--- src/rtl/mig_pkg.sv ---
// rtl/mig_pkg.sv - shared constants, operand/node types and FSM states for the MIG sweeper
package mig_pkg;

  localparam int MIG_SEL_W  = 5;
  localparam int SEL_CONST0 = 0;
  localparam int SEL_X0     = 1;
  localparam int SEL_NODE0  = 8;

  typedef struct packed {
    logic                 inv;
    logic [MIG_SEL_W-1:0] sel;
  } mig_operand_t;

  typedef struct packed {
    mig_operand_t a;
    mig_operand_t b;
    mig_operand_t c;
  } mig_node_t;

  typedef enum logic [1:0] {
    IDLE = 2'd0,
    EVAL = 2'd1,
    DONE = 2'd2
  } mig_state_t;

endpackage

--- src/rtl/maj3_unit.sv ---
// rtl/maj3_unit.sv - combinational three-input majority with per-input complement
module maj3_unit (
  input  logic a_val_i,
  input  logic a_inv_i,
  input  logic b_val_i,
  input  logic b_inv_i,
  input  logic c_val_i,
  input  logic c_inv_i,
  output logic y_o
);

  logic a, b, c;

  assign a   = a_val_i ^ a_inv_i;
  assign b   = b_val_i ^ b_inv_i;
  assign c   = c_val_i ^ c_inv_i;
  assign y_o = (a & b) | (a & c) | (b & c);

endmodule

--- src/rtl/mig_tt_sweeper.sv ---
// rtl/mig_tt_sweeper.sv - sweeps all 128 patterns of x0..x6 through a loaded MIG netlist,
// one node per cycle on a shared MAJ3, and assembles the last node's truth table
module mig_tt_sweeper
  import mig_pkg::*;
#(
  parameter int MAX_GATES = 16,
  parameter int SEL_W     = MIG_SEL_W,
  parameter int CNT_W     = 5
) (
  input  logic                   clk,
  input  logic                   rst_n,
  input  logic                   cfg_we,
  input  logic [CNT_W-1:0]       cfg_addr,
  input  logic [3*(SEL_W+1)-1:0] cfg_node,
  input  logic [CNT_W-1:0]       cfg_num,
  input  logic                   cfg_out_inv,
  input  logic                   start,
  output logic                   busy,
  output logic                   done,
  output logic [127:0]           tt
);

  localparam int NODE_W = 3 * (SEL_W + 1);

  mig_state_t             state_q, state_d;
  logic [NODE_W-1:0]      node_tab_q [MAX_GATES];
  logic [MAX_GATES-1:0]   node_val_q;
  logic [6:0]             p_q;
  logic [CNT_W-1:0]       g_q;
  logic [CNT_W-1:0]       num_q;
  logic                   inv_q;
  logic [127:0]           tt_q;

  logic                   num_ok;
  logic                   last_gate;
  logic                   cfg_wr;
  logic [NODE_W-1:0]      cur_desc;
  mig_node_t              cur_node;
  logic                   va, vb, vc;
  logic                   maj_res;

  // Unmapped select codes fall through to 0, which is also the const0 value.
  function automatic logic operand_val(input logic [MIG_SEL_W-1:0] sel,
                                       input logic [6:0]           x,
                                       input logic [MAX_GATES-1:0] nv);
    logic r;
    r = 1'b0;
    if (int'(sel) == SEL_CONST0) r = 1'b0;
    for (int i = 0; i < 7; i++)
      if (int'(sel) == SEL_X0 + i) r = x[i];
    for (int k = 0; k < MAX_GATES; k++)
      if (int'(sel) == SEL_NODE0 + k) r = nv[k];
    return r;
  endfunction

  assign num_ok    = (cfg_num != '0) && (cfg_num <= CNT_W'(MAX_GATES));
  assign last_gate = (g_q == num_q - CNT_W'(1));
  assign cfg_wr    = cfg_we && (state_q == IDLE);

  always_comb begin
    cur_desc = '0;
    cur_node = '0;
    for (int k = 0; k < MAX_GATES; k++)
      if (g_q == CNT_W'(k)) cur_desc = node_tab_q[k];
    cur_node.a.inv = cur_desc[SEL_W];
    cur_node.a.sel = MIG_SEL_W'(cur_desc[SEL_W-1:0]);
    cur_node.b.inv = cur_desc[2*SEL_W+1];
    cur_node.b.sel = MIG_SEL_W'(cur_desc[2*SEL_W:SEL_W+1]);
    cur_node.c.inv = cur_desc[3*SEL_W+2];
    cur_node.c.sel = MIG_SEL_W'(cur_desc[3*SEL_W+1:2*SEL_W+2]);
  end

  assign va = operand_val(cur_node.a.sel, p_q, node_val_q);
  assign vb = operand_val(cur_node.b.sel, p_q, node_val_q);
  assign vc = operand_val(cur_node.c.sel, p_q, node_val_q);

  maj3_unit u_maj3 (
    .a_val_i (va),
    .a_inv_i (cur_node.a.inv),
    .b_val_i (vb),
    .b_inv_i (cur_node.b.inv),
    .c_val_i (vc),
    .c_inv_i (cur_node.c.inv),
    .y_o     (maj_res)
  );

  always_comb begin
    state_d = state_q;
    case (state_q)
      IDLE: if (start) state_d = num_ok ? EVAL : DONE;
      EVAL: if (last_gate && (p_q == 7'd127)) state_d = DONE;
      DONE: state_d = IDLE;
      default: state_d = IDLE;
    endcase
  end

  always_ff @(posedge clk) begin
    if (!rst_n) begin
      state_q    <= IDLE;
      node_val_q <= '0;
      p_q        <= '0;
      g_q        <= '0;
      num_q      <= '0;
      inv_q      <= 1'b0;
      tt_q       <= '0;
      for (int k = 0; k < MAX_GATES; k++) node_tab_q[k] <= '0;
    end else begin
      state_q <= state_d;
      if (cfg_wr)
        for (int k = 0; k < MAX_GATES; k++)
          if (cfg_addr == CNT_W'(k)) node_tab_q[k] <= cfg_node;
      case (state_q)
        IDLE: begin
          if (start) begin
            tt_q       <= '0;
            p_q        <= '0;
            g_q        <= '0;
            node_val_q <= '0;
            num_q      <= cfg_num;
            inv_q      <= cfg_out_inv;
          end
        end
        EVAL: begin
          // Clearing node values per pattern is what makes forward references read 0.
          if (last_gate) begin
            tt_q[p_q]  <= maj_res ^ inv_q;
            node_val_q <= '0;
            g_q        <= '0;
            p_q        <= p_q + 7'd1;
          end else begin
            for (int k = 0; k < MAX_GATES; k++)
              if (g_q == CNT_W'(k)) node_val_q[k] <= maj_res;
            g_q <= g_q + CNT_W'(1);
          end
        end
        default: ;
      endcase
    end
  end

  assign busy = (state_q == EVAL);
  assign done = (state_q == DONE);
  assign tt   = tt_q;

endmodule

--- config.mk ---
export PLATFORM = sky130hd
export DESIGN_NAME = mig_tt_sweeper
export DESIGN_NICKNAME = d
export VERILOG_FILES = /design/src/rtl/mig_pkg.sv /design/src/rtl/maj3_unit.sv /design/src/rtl/mig_tt_sweeper.sv
export SDC_FILE = /design/constraint.sdc
export NUM_CORES = 1
export LEC_CHECK = 0
export CAP_MARGIN = 20
export CORE_ASPECT_RATIO = 1.2
export CORE_MARGIN = 2
export CORE_UTILIZATION = 50
export DETAILED_ROUTE_END_ITERATION = 16
export GPL_TIMING_DRIVEN = 0
export PLACE_DENSITY = 0.69
export SLEW_MARGIN = 20
export SYNTH_ARGS = -nofsm -noshare
export SYNTH_HDL_FRONTEND = slang
export SYNTH_SLANG_ARGS = --single-unit
--- constraint.sdc ---
create_clock -name clk -period 7.8 [get_ports clk]
set_input_delay 1.56 -clock clk [delete_from_list [all_inputs] [get_ports clk]]
set_output_delay 1.56 -clock clk [all_outputs]
set_load 0.01 [all_outputs]
==> metrics.csv <==
stage,metric,value,unit
worst_setup_path,path_class,reg -> reg,
synthesis,ys_ff_latch,452,
route,wl_per_cell,29.0,µm
cts,cts.clk_slew.worst_paths,60,ps
cts,cts-htree-levels,2,
die,die_y,235,µm
cells_and_area,most-common-layout-cells,"edfxtp_1, nor2_1, dfxtp_1",
die,die-width,197,µm
run,maxCapViolCount,0,
cells_and_area,nets,2305,
sta,tightest_slew,1110,ps
synthesis,async_flop_share,0,%
synthesis,ys.flop_type,edfxtp_1,
pwr,irDropWorstVdd,0.000213,V
cells_and_area,fin_area,26200,µm²
synthesis,yosysWarnings,0,
cts,clk_latency,620,ps
sta,hold_viol,0,
cells_and_area,syn_to_final_growth,17.5,%
cells_and_area,register_area,11900,µm²
route,drc,0,
cells_and_area,layoutNonFillerInstCount,2861,
route,wl,82900,µm
die,top_level_ports,163,
cts,cts_hold_buf,0,
synthesis,avgSynthCellArea,10.9,µm²
sta,rsz0062_at_grt,false,
placed_design,place_congestion,0.991,
die,row_count,84,
sta,maxClockFrequency,0.133,GHz
die,die_area,46300,µm²
grt,grt_pass1_vias,18923,
outcome,status,finished clean,
synthesis,synth_xor_xnor_area_share,0.662,%
grt,grt_usage,35.2,%
cts,cts_made_buffers,46,
cells_and_area,layout_commonest_cell,edfxtp_1,
cells_and_area,layout-drive-gt1-share,11.7,%
placed_design,dpl_cell_area,24800,µm²
sta,finClkSkew,33.5,ps
worst_setup_path,crit_path_start_kind,flop,
pwr,pwr_density_cell,214,nW/µm²
grt,gr-total-overflow,0,
placed_design,dp.cells,2778,
synthesis,synthesis.instances,2054,
sta,finalSetupViolations,0,
route,first_pass_iters,6,
synthesis,synth_edf_count,288,
synthesis,yosys.area_share.adder,0.443,%
sta,setup-tns-final,0,ps
placed_design,io_buffers,160,
synthesis,syn-cell-area,22300,µm²
cells_and_area,n_fill_cell,3690,
synthesis,yosys.area_share.simple,12.9,%
cts,cts_buffer_depth,3,
synthesis,synth_compound_area_share,26.8,%
route,dr_total_vias,19477,
cells_and_area,multi_input_area,9310,µm²
cts,post_cts_buffers,0,
worst_setup_path,arrival,8010,ps
cts,cts_tree,done,
pwr,p_leak,9.34,nW
synthesis,muxShareOfSynthArea,0.511,%
sta,final_max_slew_viol_count,0,
grt,grt_start_max_net_pins,20,
grt,antenna_found_initial,1,
sta,period_share,96.4,%
worst_hold_path,hp-class,reg -> reg,
sta,min_period,7520,ps
cts,cts_root_buf,clkbuf_16,
sta,hold_ws,502,ps
synthesis,synth_seq_area_share,53.5,%
worst_setup_path,worst-path-max-fanout,19,
die,coreArea,43900,µm²
route,drt-initial-drc-count,1744,
synthesis,ys_types,88,
placed_design,hpwl,59300,µm
grt,grt_pass1_wl,121000,µm
sta,max-slew-margin-rel,25.9,%
worst_setup_path,crit_path_end_kind,flop,
synthesis,synth_fp_nets,2094,
cts,cts.sinks,452,
worst_setup_path,required,8290,ps
route,drtAntennaViolNets,0,
synthesis,synth_top_family_by_area,compound AO/OA/AOI/OAI gates,
route,viasPerCell,6.81,
die,start_util,50.7,%
==> critical path: stages, from the launching register on <==
cell and delay [ps]:
dfxtp_1 450, ha_1 440, buf_2 510, buf_2 550, and3_1 230, ha_1 210
clkbuf_1 530, buf_1 530, clkbuf_1 670, o21ai_0 240, o21ai_1 470, nor2_1 140
a221o_1 350, o21a_1 200, o31ai_1 370, xor2_1 120, maj3_2 450, xor2_2 200
buf_6 200, buf_6 170, o41ai_2 350
==> worst paths after layout <==
check	slack, ps	end	depth (start not counted)	startpoint
max reg2reg	280	tt[91]	20	g_q[1]
max	280	tt[91]	20	g_q[1]
min	500	inv_q	2	inv_q
min reg2reg	500	inv_q	2	inv_q
==> where the power goes <==
part | internal, mW | switching [mW]
sequential | 2.64 | 0.0354
clock | 1.15 | 0.964
combinational | 0.227 | 0.609
==> what timing repair did <==
item                                    CTS  global route
hold endpoints to repair                  0             0
pin swaps                                 0             0
resized for setup                         0             2
endpoints found under the setup margin  144           117
==> cells by family (layout without fill, tap and decap cells) <==
logic type / Yosys count / count (layout)
compound gates: 696 / 696
other cells: 0 / 1
fa+ha+maj: 8 / 8
mux: 11 / 11
flops: 452 / 452
xor+xnor: 16 / 16
buf+inv: 266 / 513
simple gates: 605 / 605
==> through the flow <==
step           worst slack [ps]  util, %  power, mW
2_1_floorplan              2320        -       3.24
3_3_place_gp               -447     56.0       3.50
3_5_place_dp               -577     56.4       3.53
4_1_cts                     451     59.6       5.59
5_1_grt                    34.3     59.6       5.75
6_report                    281     59.6       5.62
==> flip-flops by register name (all words and copies together) (netlist names) <==
signal      cells
tt            128
num_q           5
p_q             7
node_val_q     16
node_tab_q    288
g_q             5
state_q         2
inv_q           1
==> synthesized netlist by cell type (10+ instances only) <==
cell / count / area share, %
a211oi_1: 16 / 0.54
a21o_1: 12 / 0.40
a21oi_1: 112 / 2.5
a221o_1: 12 / 0.54
a221oi_1: 24 / 0.94
a22oi_1: 12 / 0.40
a31oi_1: 11 / 0.31
a32o_1: 13 / 0.58
and3_1: 16 / 0.45
buf_1: 11 / 0.19
buf_2: 29 / 0.65
buf_6: 13 / 0.66
clkbuf_1: 148 / 2.5
dfxtp_1: 164 / 15
edfxtp_1: 288 / 39
inv_1: 55 / 0.93
nand2_1: 138 / 2.3
nand2b_1: 10 / 0.28
nand3_1: 37 / 0.83
nand3b_1: 11 / 0.37
nor2_1: 263 / 4.4
nor2b_1: 26 / 0.73
nor3_1: 28 / 0.63
o211a_1: 10 / 0.45
o211ai_1: 145 / 4.9
o21a_1: 10 / 0.34
o21ai_0: 80 / 1.8
o21ai_1: 15 / 0.34
o221ai_1: 11 / 0.43
o22ai_1: 15 / 0.42
o41ai_1: 13 / 0.51
o41ai_2: 119 / 8.7
xnor2_1: 12 / 0.47
==> per-layer routing <==
metal	global-route usage (%)	vias to the layer above	wire [µm]
li1	-	8346	-
met1	41.3	9474	29300
met2	59.0	1327	39300
met3	6.91	330	8060
met4	22.4	0	6300
met5	0	-	0
==> final cells by class <==
type                            count  area share, %
Clock inverter                     21          0.454
Sequential cell                   452           45.5
Multi-Input combinational cell   1336           35.5
Buffer                            205           3.53
Timing Repair Buffer              165           6.54
Clock buffer                       63           4.87
Antenna cell                        1        0.00955
Tap cell                          559           2.67
Inverter                           59          0.845
Power figures use the tool's default switching activity.
==> patch 1: new RTL, config.mk and constraints unchanged <==
`MIG_SEL_W`: 5 -> 6.
--- a/src/rtl/mig_pkg.sv
+++ b/src/rtl/mig_pkg.sv
@@ -1,7 +1,7 @@
 // rtl/mig_pkg.sv - shared constants, operand/node types and FSM states for the MIG sweeper
 package mig_pkg;
 
-  localparam int MIG_SEL_W  = 5;
+  localparam int MIG_SEL_W  = 6;
   localparam int SEL_CONST0 = 0;
   localparam int SEL_X0     = 1;
   localparam int SEL_NODE0  = 8;
Interface: changed (resized cfg_node); port bits go from 163 to 166. The function was not compared with the original's and may differ.
==> patch 1 against the original RTL <==
  * Critical path depth increased by 4
  * Setup slack got worse by 0.21 ns
  * Total power rose by 15%
  * Critical endpoint is now tt[102]
  * Synthesized area increased by 6.5%
  * Fmax decreased by 2.7%
  * Sequential cell count rose by 48
  * Design area increased by 7.7%
  * Routed wire length up 11%
  * Critical path type unchanged
  * Clock skew decreased by 0.021 ns
==> patch 1: results <==
export IMPL_outcome="finished clean"
export IMPL_dpl_hpwl_um=66400
export IMPL_ys_types=100
export IMPL_critPathMaxFanout=10
export IMPL_synthTopCellsByArea="edfxtp_1 (43%), dfxtp_1 (14%), nor2_1 (4.9%)"
export IMPL_synthXorXnorAreaFrac_pct=0.585
export IMPL_synth_avg_cell_area_um2=10.7
export IMPL_track_usage_pct=36.8
export IMPL_switchingPower_mw=1.70
export IMPL_finalClockSkew_ns=0.0128
export IMPL_avgViaCountPerCell=6.66
export IMPL_gp_congestion=1.01
export IMPL_switching_share_pct=26.3
export IMPL_powerClk_mw=2.69
export IMPL_ir_drop_mv=0.175
export IMPL_drt_iter0_markers=2621
export IMPL_antenna_found_initial=3
export IMPL_grt_pass1_vias=20000
export IMPL_ys_seq_area_share_pct=56.3
export IMPL_synth_edff_count=336
export IMPL_wl_per_cell_um=29.6
export IMPL_io_buffer_count=165
export IMPL_yosys_top_cells_count="edfxtp_1 (336), nor2_1 (307), dfxtp_1 (164)"
export IMPL_p_leak_nw=9.64
export IMPL_cts_made_buffers=50
export IMPL_cp_slowest_cell="a21oi_1"
export IMPL_drive_above_1_share_pct=9.47
export IMPL_synthAdderAreaFrac_pct=0.427
export IMPL_dpl_cell_area_um2=26400
export IMPL_synth_net_count=2271
export IMPL_synthMuxAreaShare_pct=1.21
export IMPL_vias=20800
export IMPL_crit_path_max_incr_delay_ns=0.88
export IMPL_relSlewSlack_pct=12.9
[patch 1: worst max-delay path, delay by kind of cell, from the launching register on]
family,cells,cell delay [ns]
AO/OA/AOI/OAI,7,2.26
AND/OR/NAND/NOR,3,1.27
adder cells (fa/ha/maj),3,0.96
XOR/XNOR,2,0.35
buffers and inverters,9,2.36
flip-flops,1,0.41
[patch 1: cell type report]
class / instances / area, um2
Tap cell: 623 / 779
Sequential cell: 500 / 13400
Clock inverter: 34 / 439
Clock buffer: 59 / 1370
Timing Repair Buffer: 172 / 1810
Buffer: 216 / 975
Multi-Input combinational cell: 1469 / 9300
Antenna cell: 1 / 2.50
Fill cell: 3865 / 18700
Inverter: 43 / 161
[patch 1: final timing paths]
check,startpoint,to,slack [ns],cells after the start
max,g_q[0],tt[102],0.07,24
min,num_q[4],num_q[4],0.49,2
max reg2reg,g_q[0],tt[102],0.07,24
min reg2reg,num_q[4],num_q[4],0.49,2
[patch 1: cell families (layout without fill, tap and decap cells)]
kind of cell / after synthesis / count (layout)
xor+xnor: 15 / 15
mux: 28 / 28
compound gates: 682 / 682
fa+ha+maj: 8 / 8
simple gates: 736 / 736
other cells: 0 / 1
buf+inv: 259 / 524
flops: 500 / 500
[patch 1: per-layer routing]
metal  vias to the layer above  routed length (um)  GRT usage (%)
met5                         -                  13              0
met4                         2                7310           24.9
met3                       360                9310           6.73
met2                      1465               43300           60.3
met1                     10000               32300           44.0
li1                       8933                   -              -
[patch 1: per-stage QoR]
step                      setup slack, ns  hold slack [ns]  utilization, %
final                              0.0695            0.491            60.1
after global routing               0.0473            0.510            60.1
after CTS                           0.392            0.491            60.1
after detailed placement            0.427            0.483            56.3
after global placement              0.435            0.476            55.8
after floorplan                      2.73            0.456               -
==> patch 2: new RTL, same settings <==
Without the edit above. Re-encode `mig_state_t` (3 states) as one-hot, 3 bits wide.
--- a/src/rtl/mig_pkg.sv
+++ b/src/rtl/mig_pkg.sv
@@ -17,10 +17,10 @@
     mig_operand_t c;
   } mig_node_t;
 
-  typedef enum logic [1:0] {
-    IDLE = 2'd0,
-    EVAL = 2'd1,
-    DONE = 2'd2
+  typedef enum logic [2:0] {
+    IDLE = 3'b001,
+    EVAL = 3'b010,
+    DONE = 3'b100
   } mig_state_t;
 
 endpackage
Function: same outputs for any inputs over 4 cycles, from zero or initial values and one cycle with rst_n low; so few cycles prove little.
==> patch 2 against the original RTL <==
  * Synthesized area is 2.1% lower
  * Routed wire length is 0.25% higher
  * Fmax is 1.3% lower
  * Setup slack worse by 0.10 ns
  * First-iteration DRC count is 39% higher
  * Sequential cell count is 1 higher
  * Count of clock-buffer cells in the layout is 4 lower
  * Sequential share of layout area is 0.85 points higher
  * Design area is 1.7% lower
Power is not compared: it rests on default switching activity, and its combinational part moved more than twofold at a synthesized area within 25%.
==> patch 2: results <==
export IMPL_synth_avg_cell_area_um2=10.2
export IMPL_finalClockSkew_ns=0.0192
export IMPL_relSlewSlack_pct=22.6
export IMPL_io_buffer_count=158
export IMPL_synthTopCellsByArea="edfxtp_1 (40%), dfxtp_1 (15%), o211ai_1 (4.7%)"
export IMPL_critPathMaxFanout=10
export IMPL_drive_above_1_share_pct=7.36
export IMPL_ys_seq_area_share_pct=54.8
export IMPL_layoutNonFillerInstCount=2932
export IMPL_track_usage_pct=36.1
export IMPL_dpl_hpwl_um=59700
export IMPL_clk_latency_ns=0.58
export IMPL_grt_pass1_wl_um=121000
export IMPL_grt_max_degree=19
export IMPL_place_inst=2849
export IMPL_synthAdderAreaFrac_pct=0.465
export IMPL_gp_congestion=1.00
export IMPL_vias=19800
export IMPL_ys_types=104
export IMPL_grt_pass1_vias=18600
export IMPL_worstHoldPathType="register to register"
export IMPL_first_pass_iters=7
export IMPL_wl_per_cell_um=28.4
export IMPL_synth_net_count=2173
export IMPL_synthMuxAreaShare_pct=0.522
export IMPL_synthXorXnorAreaFrac_pct=0.597
export IMPL_outcome="finished clean"
export IMPL_dp_slack_ns=0.528
export IMPL_synth_compound_area_share_pct=22.6
export IMPL_drt_iter0_markers=2426
export IMPL_yosys_top_cells_count="edfxtp_1 (288), nor2_1 (263), dfxtp_1 (165)"
export IMPL_final_nets=2385
export IMPL_crit_path_max_incr_delay_ns=1.05
patch 2: changes by cell type after synthesis, moves of 17 or more:
cell	delta
o41ai_2	-113
nand3_1	+61
o41ai_1	+56
o21ai_0	+49
a21oi_1	-37
a21boi_0	+29
clkbuf_1	-17
patch 2: worst reg2reg max path: cells and delay by family, from the launching register on:
kind / cells / cell delay, ns
buf+inv: 8 / 3.07
simple gates: 1 / 0.31
compound gates: 7 / 2.84
flops: 1 / 0.39
fa+ha+maj: 2 / 0.57
xor+xnor: 2 / 0.29
patch 2: logic make-up after synthesis:
kind of cell	Yosys count
AO/OA/AOI/OAI	682
XOR/XNOR	14
adder cells (fa/ha/maj)	8
buffers and inverters	258
flip-flops	453
multiplexers	10
AND/OR/NAND/NOR	708
patch 2: report_power, final:
group	leakage, nW	internal [mW]	total, mW	switching, mW
logic	3.68	0.0980	0.370	0.272
registers	4.29	2.63	2.65	0.0275
clock network	0.733	1.26	2.22	0.957
total	8.70	3.98	5.24	1.26
patch 2: worst paths after layout:
path,slack (ns),end,cells after the start,from
setup / recovery,0.18,tt[18],20,g_q[0]
hold / removal,0.47,tt[68],2,tt[68]
setup reg to reg,0.18,tt[18],20,g_q[0]
hold reg to reg,0.47,tt[68],2,tt[68]
patch 2: cell type report:
class	instances	area (um2)
multi-input combinational	1422	8810
tap	552	691
antenna	1	2.50
clock inverter	23	195
clock buffer	59	1280
sequential	453	12000
timing repair buffer	164	1700
fill	3660	17100
inverter	52	195
buffer	206	932
patch 2: metal layers:
metal	vias to the layer above	global-route usage [%]	share of wire, %	routed length (um)
met3	352	6.20	10	8520
met2	1427	59.6	46	38500
li1	8567	-	-	-
met4	0	27.0	8.4	7010
met5	-	0	0	0
met1	9465	42.5	35	29100
patch 2: per-stage QoR:
stage,instance area [um2],utilization [%]
after detailed placement,24300,56.6
after global routing,25800,60.1
after global placement,24100,56.2
after CTS,25800,60.0
after floorplan,21800,-
final,25800,60.1
